==> src/rtl/mem_stage.sv <==
// Memory-access pipeline stage: holds one instruction, issues at most one
// data-SRAM transaction, extracts load data and feeds the write-back stage.
module mem_stage (
    input  logic        clk,
    input  logic        resetn,
    input  logic        ex_valid,
    input  logic [31:0] ex_pc,
    input  logic [31:0] ex_result,
    input  logic [31:0] ex_rkd,
    input  logic [7:0]  ex_memop,
    input  logic        ex_gr_we,
    input  logic [4:0]  ex_rf_waddr,
    output logic        mem_allowin,
    output logic        data_req,
    output logic        data_wr,
    output logic [1:0]  data_size,
    output logic [3:0]  data_wstrb,
    output logic [31:0] data_addr,
    output logic [31:0] data_wdata,
    input  logic        data_addr_ok,
    input  logic        data_data_ok,
    input  logic [31:0] data_rdata,
    output logic        fwd_valid,
    output logic [4:0]  fwd_addr,
    output logic [31:0] fwd_data,
    output logic        fwd_ld_pending,
    input  logic        wb_allowin,
    output logic        wb_valid,
    output logic [31:0] wb_pc,
    output logic        wb_gr_we,
    output logic [4:0]  wb_rf_waddr,
    output logic [31:0] wb_rf_wdata
);

    typedef enum logic [1:0] {
        IDLE = 2'd0,
        REQ  = 2'd1,
        WAIT = 2'd2,
        DONE = 2'd3
    } state_t;

    // memop bit order: {ld_b, ld_bu, ld_h, ld_hu, ld_w, st_b, st_h, st_w}

    function automatic logic misaligned(input logic half, input logic word, input logic [1:0] a);
        return (half & a[0]) | (word & (a != 2'b00));
    endfunction

    function automatic logic [3:0] store_strb(input logic [2:0] st, input logic [1:0] a);
        logic [3:0] strb;
        if (st[0]) begin
            strb = 4'hF;
        end else if (st[1]) begin
            strb = 4'b0011 << a;
        end else if (st[2]) begin
            strb = 4'b0001 << a;
        end else begin
            strb = 4'h0;
        end
        return strb;
    endfunction

    function automatic logic [31:0] store_data(input logic st_b, input logic st_h, input logic [31:0] rkd);
        logic [31:0] d;
        if (st_b) begin
            d = {4{rkd[7:0]}};
        end else if (st_h) begin
            d = {2{rkd[15:0]}};
        end else begin
            d = rkd;
        end
        return d;
    endfunction

    function automatic logic [31:0] load_data(input logic [4:0] ld, input logic [1:0] a, input logic [31:0] word);
        logic [7:0]  b;
        logic [15:0] h;
        logic [31:0] d;
        case (a)
            2'd0:    b = word[7:0];
            2'd1:    b = word[15:8];
            2'd2:    b = word[23:16];
            2'd3:    b = word[31:24];
            default: b = 8'h00;
        endcase
        h = a[1] ? word[31:16] : word[15:0];
        if (ld[4]) begin
            d = {{24{b[7]}}, b};
        end else if (ld[3]) begin
            d = {24'h000000, b};
        end else if (ld[2]) begin
            d = {{16{h[15]}}, h};
        end else if (ld[1]) begin
            d = {16'h0000, h};
        end else if (ld[0]) begin
            d = word;
        end else begin
            d = 32'h00000000;
        end
        return d;
    endfunction

    state_t      state_r;
    state_t      state_base_s;
    state_t      state_nxt_s;
    logic        m_valid_r;
    logic [31:0] pc_r;
    logic [31:0] result_r;
    logic [31:0] rkd_r;
    logic [7:0]  memop_r;
    logic        gr_we_r;
    logic [4:0]  waddr_r;
    logic [31:0] hold_r;
    logic        ready_go_s;
    logic        capture_s;
    logic        ex_misalign_s;
    logic        ex_mem_s;
    logic        is_load_s;
    logic        byte_op_s;
    logic        half_op_s;
    logic [31:0] load_val_s;
    logic [31:0] wdata_s;

    assign ex_misalign_s = misaligned(ex_memop[5] | ex_memop[4] | ex_memop[1],
                                      ex_memop[3] | ex_memop[0], ex_result[1:0]);
    assign ex_mem_s      = (|ex_memop) & ~ex_misalign_s;
    assign mem_allowin   = ~m_valid_r | (ready_go_s & wb_allowin);
    assign capture_s     = ex_valid & mem_allowin;

    assign is_load_s = |memop_r[7:3];
    assign byte_op_s = memop_r[7] | memop_r[6] | memop_r[2];
    assign half_op_s = memop_r[5] | memop_r[4] | memop_r[1];

    // Per-state completion flag and next state ignoring a new capture
    always_comb begin
        ready_go_s   = 1'b0;
        state_base_s = state_r;
        case (state_r)
            IDLE: begin
                ready_go_s   = 1'b1;
                state_base_s = IDLE;
            end
            REQ: begin
                if (data_addr_ok) begin
                    state_base_s = WAIT;
                end else begin
                    state_base_s = REQ;
                end
            end
            WAIT: begin
                if (data_data_ok) begin
                    ready_go_s   = 1'b1;
                    state_base_s = wb_allowin ? IDLE : DONE;
                end else begin
                    state_base_s = WAIT;
                end
            end
            DONE: begin
                ready_go_s   = 1'b1;
                state_base_s = wb_allowin ? IDLE : DONE;
            end
            default: begin
                ready_go_s   = 1'b0;
                state_base_s = IDLE;
            end
        endcase
    end

    // A newly captured op overrides the per-state transition
    always_comb begin
        state_nxt_s = state_base_s;
        if (capture_s) begin
            state_nxt_s = ex_mem_s ? REQ : IDLE;
        end else begin
            state_nxt_s = state_base_s;
        end
    end

    // Stage register and FSM state; misaligned ops are demoted to non-memory ops
    always_ff @(posedge clk) begin
        if (!resetn) begin
            state_r   <= IDLE;
            m_valid_r <= 1'b0;
            pc_r      <= 32'h00000000;
            result_r  <= 32'h00000000;
            rkd_r     <= 32'h00000000;
            memop_r   <= 8'h00;
            gr_we_r   <= 1'b0;
            waddr_r   <= 5'd0;
        end else begin
            state_r <= state_nxt_s;
            if (capture_s) begin
                m_valid_r <= 1'b1;
                pc_r      <= ex_pc;
                result_r  <= ex_result;
                rkd_r     <= ex_rkd;
                memop_r   <= ex_misalign_s ? 8'h00 : ex_memop;
                gr_we_r   <= ex_gr_we & ~ex_misalign_s;
                waddr_r   <= ex_rf_waddr;
            end else if (m_valid_r & ready_go_s & wb_allowin) begin
                m_valid_r <= 1'b0;
            end
        end
    end

    // Keep the returned read word so it survives a write-back stall
    always_ff @(posedge clk) begin
        if (!resetn) begin
            hold_r <= 32'h00000000;
        end else if ((state_r == WAIT) && data_data_ok) begin
            hold_r <= data_rdata;
        end
    end

    // Final write-back data: extracted load value or the ALU result
    always_comb begin
        load_val_s = load_data(memop_r[7:3], result_r[1:0],
                               (state_r == DONE) ? hold_r : data_rdata);
        if (is_load_s) begin
            wdata_s = load_val_s;
        end else begin
            wdata_s = result_r;
        end
    end

    assign data_req   = m_valid_r & (state_r == REQ);
    assign data_wr    = |memop_r[2:0];
    assign data_size  = byte_op_s ? 2'd0 : (half_op_s ? 2'd1 : 2'd2);
    assign data_wstrb = store_strb(memop_r[2:0], result_r[1:0]);
    assign data_addr  = result_r;
    assign data_wdata = store_data(memop_r[2], memop_r[1], rkd_r);

    assign fwd_valid      = m_valid_r & gr_we_r & ready_go_s;
    assign fwd_addr       = waddr_r;
    assign fwd_data       = wdata_s;
    assign fwd_ld_pending = m_valid_r & is_load_s & ~ready_go_s;

    // Write-back pipeline register
    always_ff @(posedge clk) begin
        if (!resetn) begin
            wb_valid    <= 1'b0;
            wb_pc       <= 32'h00000000;
            wb_gr_we    <= 1'b0;
            wb_rf_waddr <= 5'd0;
            wb_rf_wdata <= 32'h00000000;
        end else if (m_valid_r & ready_go_s & wb_allowin) begin
            wb_valid    <= 1'b1;
            wb_pc       <= pc_r;
            wb_gr_we    <= gr_we_r;
            wb_rf_waddr <= waddr_r;
            wb_rf_wdata <= wdata_s;
        end else if (wb_allowin) begin
            wb_valid <= 1'b0;
        end
    end

endmodule

==> config.mk <==
export PLATFORM = sky130hd
export DESIGN_NAME = mem_stage
export DESIGN_NICKNAME = d
export VERILOG_FILES = /design/src/rtl/mem_stage.sv
export SDC_FILE = /design/constraint.sdc
export NUM_CORES = 1
export LEC_CHECK = 0
export BUFFER_PORTS_ARGS = -buffer_cell sky130_fd_sc_hd__clkbuf_2
export CAP_MARGIN = 20
export CORE_UTILIZATION = 40
export DETAILED_ROUTE_END_ITERATION = 8
export PLACE_DENSITY_LB_ADDON = 0.3
export SYNTH_ARGS = -nofsm -noshare
export SYNTH_HDL_FRONTEND = slang
export SYNTH_SLANG_ARGS = --single-unit
==> constraint.sdc <==
create_clock -name clk -period 5 [get_ports clk]
set_input_delay 0.5 -clock clk [delete_from_list [all_inputs] [get_ports clk]]
set_output_delay 0.5 -clock clk [all_outputs]
set_load 0.02 [all_outputs]
* Yosys cells after proc, flatten, opt, wreduce, memory -nomap -nowiden
Cells that the tools add are included.
** Cells by class
- Reductions and logical operators :: 10
- Muxes and demuxes :: 29
- Shift-type cells :: 2
- Bitwise gates (word level) :: 25
- Equality and inequality tests :: 6
** Operators with widths (number)
- $mux W32 :: 9
- $pmux W8 S4 :: 1
- $mux W16 :: 1
- $and A1 B1 Y1 :: 13
- $mux W2 :: 6
- $mux W4 :: 3
- $or A1 B1 Y1 :: 9
- $eq A2 B2 Y1 const B :: 4
- $mux W8 :: 1
- $pmux W2 S4 :: 1
- $reduce_or A8 Y1 :: 1
- $mux W1 :: 6
- $reduce_bool A2 Y1 :: 3
- $reduce_or A5 Y1 :: 1
- $eq A2 B1 Y1 const B :: 2
- $logic_not A2 Y1 :: 2
- $shl A1 B2 Y4 const A :: 1
- $shl A2 B2 Y4 const A :: 1
- $not A1 Y1 :: 3
- $reduce_or A3 Y1 :: 1
- $pmux W1 S2 :: 1
- $reduce_or A2 Y1 :: 1
- $logic_and A1 B1 Y1 :: 1
** Storage, ports and cells
- Output and inout port bits :: 183
- Flip-flop bits (word level) :: 216
- Input bits :: 148
- Logic and storage cells :: 86

* Longest topological paths before layout
- Depth after elaboration :: 8
- Gate-level depth with buffers :: 10

* Worst setup path after synthesis
No wires, ideal clock.
- Kind :: reg2out
- Start point :: register result_r[1], in the netlist data_addr[1]
- End point :: output fwd_data[31]
- Setup slack :: 2.385 ns
- Arrival :: 2.115 ns
- Path buffers :: 2
- Stages on the path, launching flop included :: 9
- Cells stage by stage :: dfxtp_1 inv_1 ha_1 clkbuf_1 a21oi_1 a221oi_2 nor2_2 buf_2 a21oi_1
** Between the ends
- Longest elaborated chain between the ends :: 5
** RTL lines
- start, declared :: line 107 : logic [31:0] result_r;
- start signal, assigned :: line 194 : result_r <= ex_result;
- branches (longest 3 deep; another with $pmux W8 S4)
- $mux W32 (*) :: line 86 : if (ld[4]) begin
- $mux W32 (*) :: line 218 : if (is_load_s) begin
- end, declared :: line 25 : output logic [31:0] fwd_data,
Mark *: on every way between the ends.

* Worst setup path in the final report
- Start point :: register state_r[0]
- End point :: output fwd_data[15]
** Between the ends
- Longest elaborated chain between the ends :: 8
** RTL lines
- start, declared :: line 102 : state_t state_r;
- start signal, assigned :: line 190 : state_r <= state_nxt_s;
- $eq A2 B2 Y1 (*) :: line 217 : (state_r == DONE) ? hold_r : data_rdata);
- $mux W32 (*) :: line 217
- $mux W32 or $mux W16 (tied branches) :: line 94, 85
- $mux W32 :: line 92 : end else if (ld[1]) begin
- $mux W32 :: line 90 : end else if (ld[2]) begin
- $mux W32 :: line 88 : end else if (ld[3]) begin
- $mux W32 (*) :: line 86
- $mux W32 (*) :: line 218
Mark *: on every way between the ends. The rest lies on a longest branch, timed or not.

==> reports/results.tsv <==
stage	metric	value	unit
detailed_routing	drt_iter0_markers	787	
power	intPower	3.22	mW
synth	synth_top_area_share	44.4	%
detailed_routing	vias	9688	
floorplanning	dieArea	25000	um^2
cells_and_area	fin_area	12300	um^2
synth	synth_seq_cells	216	
critical_path	worstSetupStartpointType	register	
detailed_routing	ant_nets	0	
placed_design	placed_cell_area	11400	um^2
clocking	root_buffer	clkbuf_16	
timing	period_minus_slack	4.19	ns
timing	timing.final.crit_share	83.7	%
synth	async_flop_share	0	%
detailed_routing	drc	0	
cells_and_area	area_growth	26.0	%
clocking	cts_made_buffers	24	
floorplanning	die_w	158	um
placed_design	io_buffers	330	
global_route	grt_max_degree	146	
critical_path	cp_max_fo	20	
power	seq_power_share	41.4	%
timing	tightest_slew	1.09	ns
synth	ys_seq_area_share	44.4	%
clocking	postCtsSetupRepairBufs	0	
timing	finalHoldViolations	0	
detailed_routing	via_per_inst	5.27	
placed_design	globalplace.congestion	0.914	
flow_run	max_cap_violations	0	
critical_path	cp_data_arrival_time	3.69	ns
detailed_routing	routedWlPerCell	17.9	um
synth	synthTopCellsByArea	dfxtp_1, nand2_1, a21oi_1	
floorplanning	ios	331	
timing	slew_viol_final	0	
power	p_switching	1.25	mW
synth	ys.warnings.count	0	
power	p_clk_share	42.8	%
synth	syn_inst	1236	
floorplanning	start_util	41.1	%
clocking	hold_buffers	0	
critical_path	critPathKind	reg -> out	
global_route	antenna_found_initial	2	
cells_and_area	drive_gt1_share	29.9	%
synth	synth-edff-count	0	
run_status	status	finished clean	
clocking	cts_tree	yes	
power	combPwrFrac	15.9	%
timing	setup_viol_count_final	0	
clocking	clk_pin_slew	0.06	ns
clocking	cts.sinks	216	
floorplanning	core	23700	um^2
placed_design	dp_hpwl	23200	um
detailed_routing	wirelength	33000	um
clocking	clk_latency	0.51	ns
timing	rsz0062_at_grt	false	
critical_path	r2r_slack	1.92	ns
power	power.leakage	5.12	nW
synth	synth.most_common_cell	nand2_1	
power	switching_share	28.0	%
power	ir_drop	0.242	mV
clocking	htreeDepth	1	
timing	fmaxAchievable	0.239	GHz
synth	synth_area	9740	um^2
synth	yosys-top-cells-count	nand2_1, a21oi_1, dfxtp_1	
power	powerDensity	364	nW/um^2
hold_path	worstHoldPathType	in -> reg	
clocking	ctsResizeCount	0	
synth	yosysTopAreaCell	dfxtp_1	
global_route	grt_pass1_wl	48700	um
global_route	grt_pass1_vias	8653	
detailed_routing	drtPass1Iterations	5	
synth	syn_avg_cell_area	7.88	um^2
global_route	overflow	0	
synth	synthDistinctLibCells	50	
synth	synth_top_flop_cell	dfxtp_1	
global_route	track_usage	25.1	%
timing	skew	0.00789	ns
cells_and_area	fin_nets	1659	
floorplanning	chipHeight	158	um
synth	syn_nets	1393	
critical_path	required	4.50	ns
clocking	clockBufferDepth	3	
timing	relSlewSlack	26.8	%
critical_path	endpoint_kind	primary output	
timing	tns	0	ns
floorplanning	rows	56	
kinds of logic after synthesis:
kind of cell    share of synthesized area [%]
flops                                    44.4
mux                                      5.76
buf+inv                                  6.13
simple gates                             19.6
fa+ha+maj                                1.16
compound gates                           23.0
final cells by class:
cell class                 count  area, um^2
timing repair buffer         343        1780
fill                        2396       11400
tap                          319         399
inverter                      18        72.6
antenna                        3        7.51
multi-input combinational    899        4830
clock buffer                  30         664
clock inverter                11         184
sequential                   216        4320
per-stage QoR:
stage / setup WS (ns) / power [mW] / util [%] / hold slack (ns) / cells
finish: 0.814 / 4.47 / 51.8 / 0.205 / 1839
CTS: 0.854 / 4.50 / 51.6 / 0.183 / 1834
global placement: 1.46 / 2.58 / 48.0 / 0.437 / 1792
global route: 0.688 / 4.64 / 51.8 / 0.189 / 1838
detailed placement: 1.42 / 2.59 / 48.0 / 0.444 / 1793
floorplan: 2.39 / 2.33 / - / 0.432 / 1236
metal layers:
| metal | GRT usage (%) | part of all wire (%) |
|---|---|---|
| met1 | 31.5 | 41 |
| met2 | 42.4 | 47 |
| met3 | 5.67 | 8.6 |
| met4 | 7.83 | 2.6 |
| met5 | 0 | 0 |
critical path, cell delays in order, from the launching register on:
cell and delay (ns):
dfxtp_1 0.39, ha_1 0.84, mux2_2 0.47, a22oi_2 0.16, a221oi_2 0.11, nor2_2 0.72, a21oi_1 0.24, clkbuf_2 0.23
sequential cells by signal, summed over array words and instances (netlist names), 5 cells and up:
name         count
rkd_r           32
wb_rf_wdata     32
memop_r          8
data_addr       32
pc_r            32
fwd_addr         5
wb_pc           32
wb_rf_waddr      5
hold_r          32
worst paths after layout:
path	from	endpoint	cells after the start
worst max register to register	state_r[0]	wb_rf_wdata[9]	6
worst min register to register	pc_r[6]	wb_pc[6]	2
worst min-delay path	ex_result[31]	data_addr[31]	3
worst max-delay path	state_r[0]	fwd_data[15]	7
placed cells by master, fill, tap and decap left out, drive strengths merged, types with 10 or more instances in the layout:
master | netlist | routed
nor2 | 37 | 37
nand2 | 401 | 401
buf | 42 | 13
a311oi | 24 | 24
clkbuf | 61 | 360
dfxtp | 216 | 216
inv | 18 | 18
o21a | 18 | 18
mux2 | 38 | 38
nand3 | 11 | 11
or3 | 10 | 10
o21ai | 45 | 45
mux2i | 11 | 11
a21oi | 228 | 228
a22oi | 17 | 17
power by group through the flow:
stage / logic [mW] / registers [mW] / clock network [mW]
5_1_grt: 0.766 / 1.86 / 2.02
3_5_place_dp: 0.702 / 1.89 / 0
3_3_place_gp: 0.698 / 1.89 / 0
4_1_cts: 0.705 / 1.85 / 1.95
2_1_floorplan: 0.415 / 1.91 / 0
6_report: 0.709 / 1.85 / 1.91
Power figures use the tool's default switching activity.
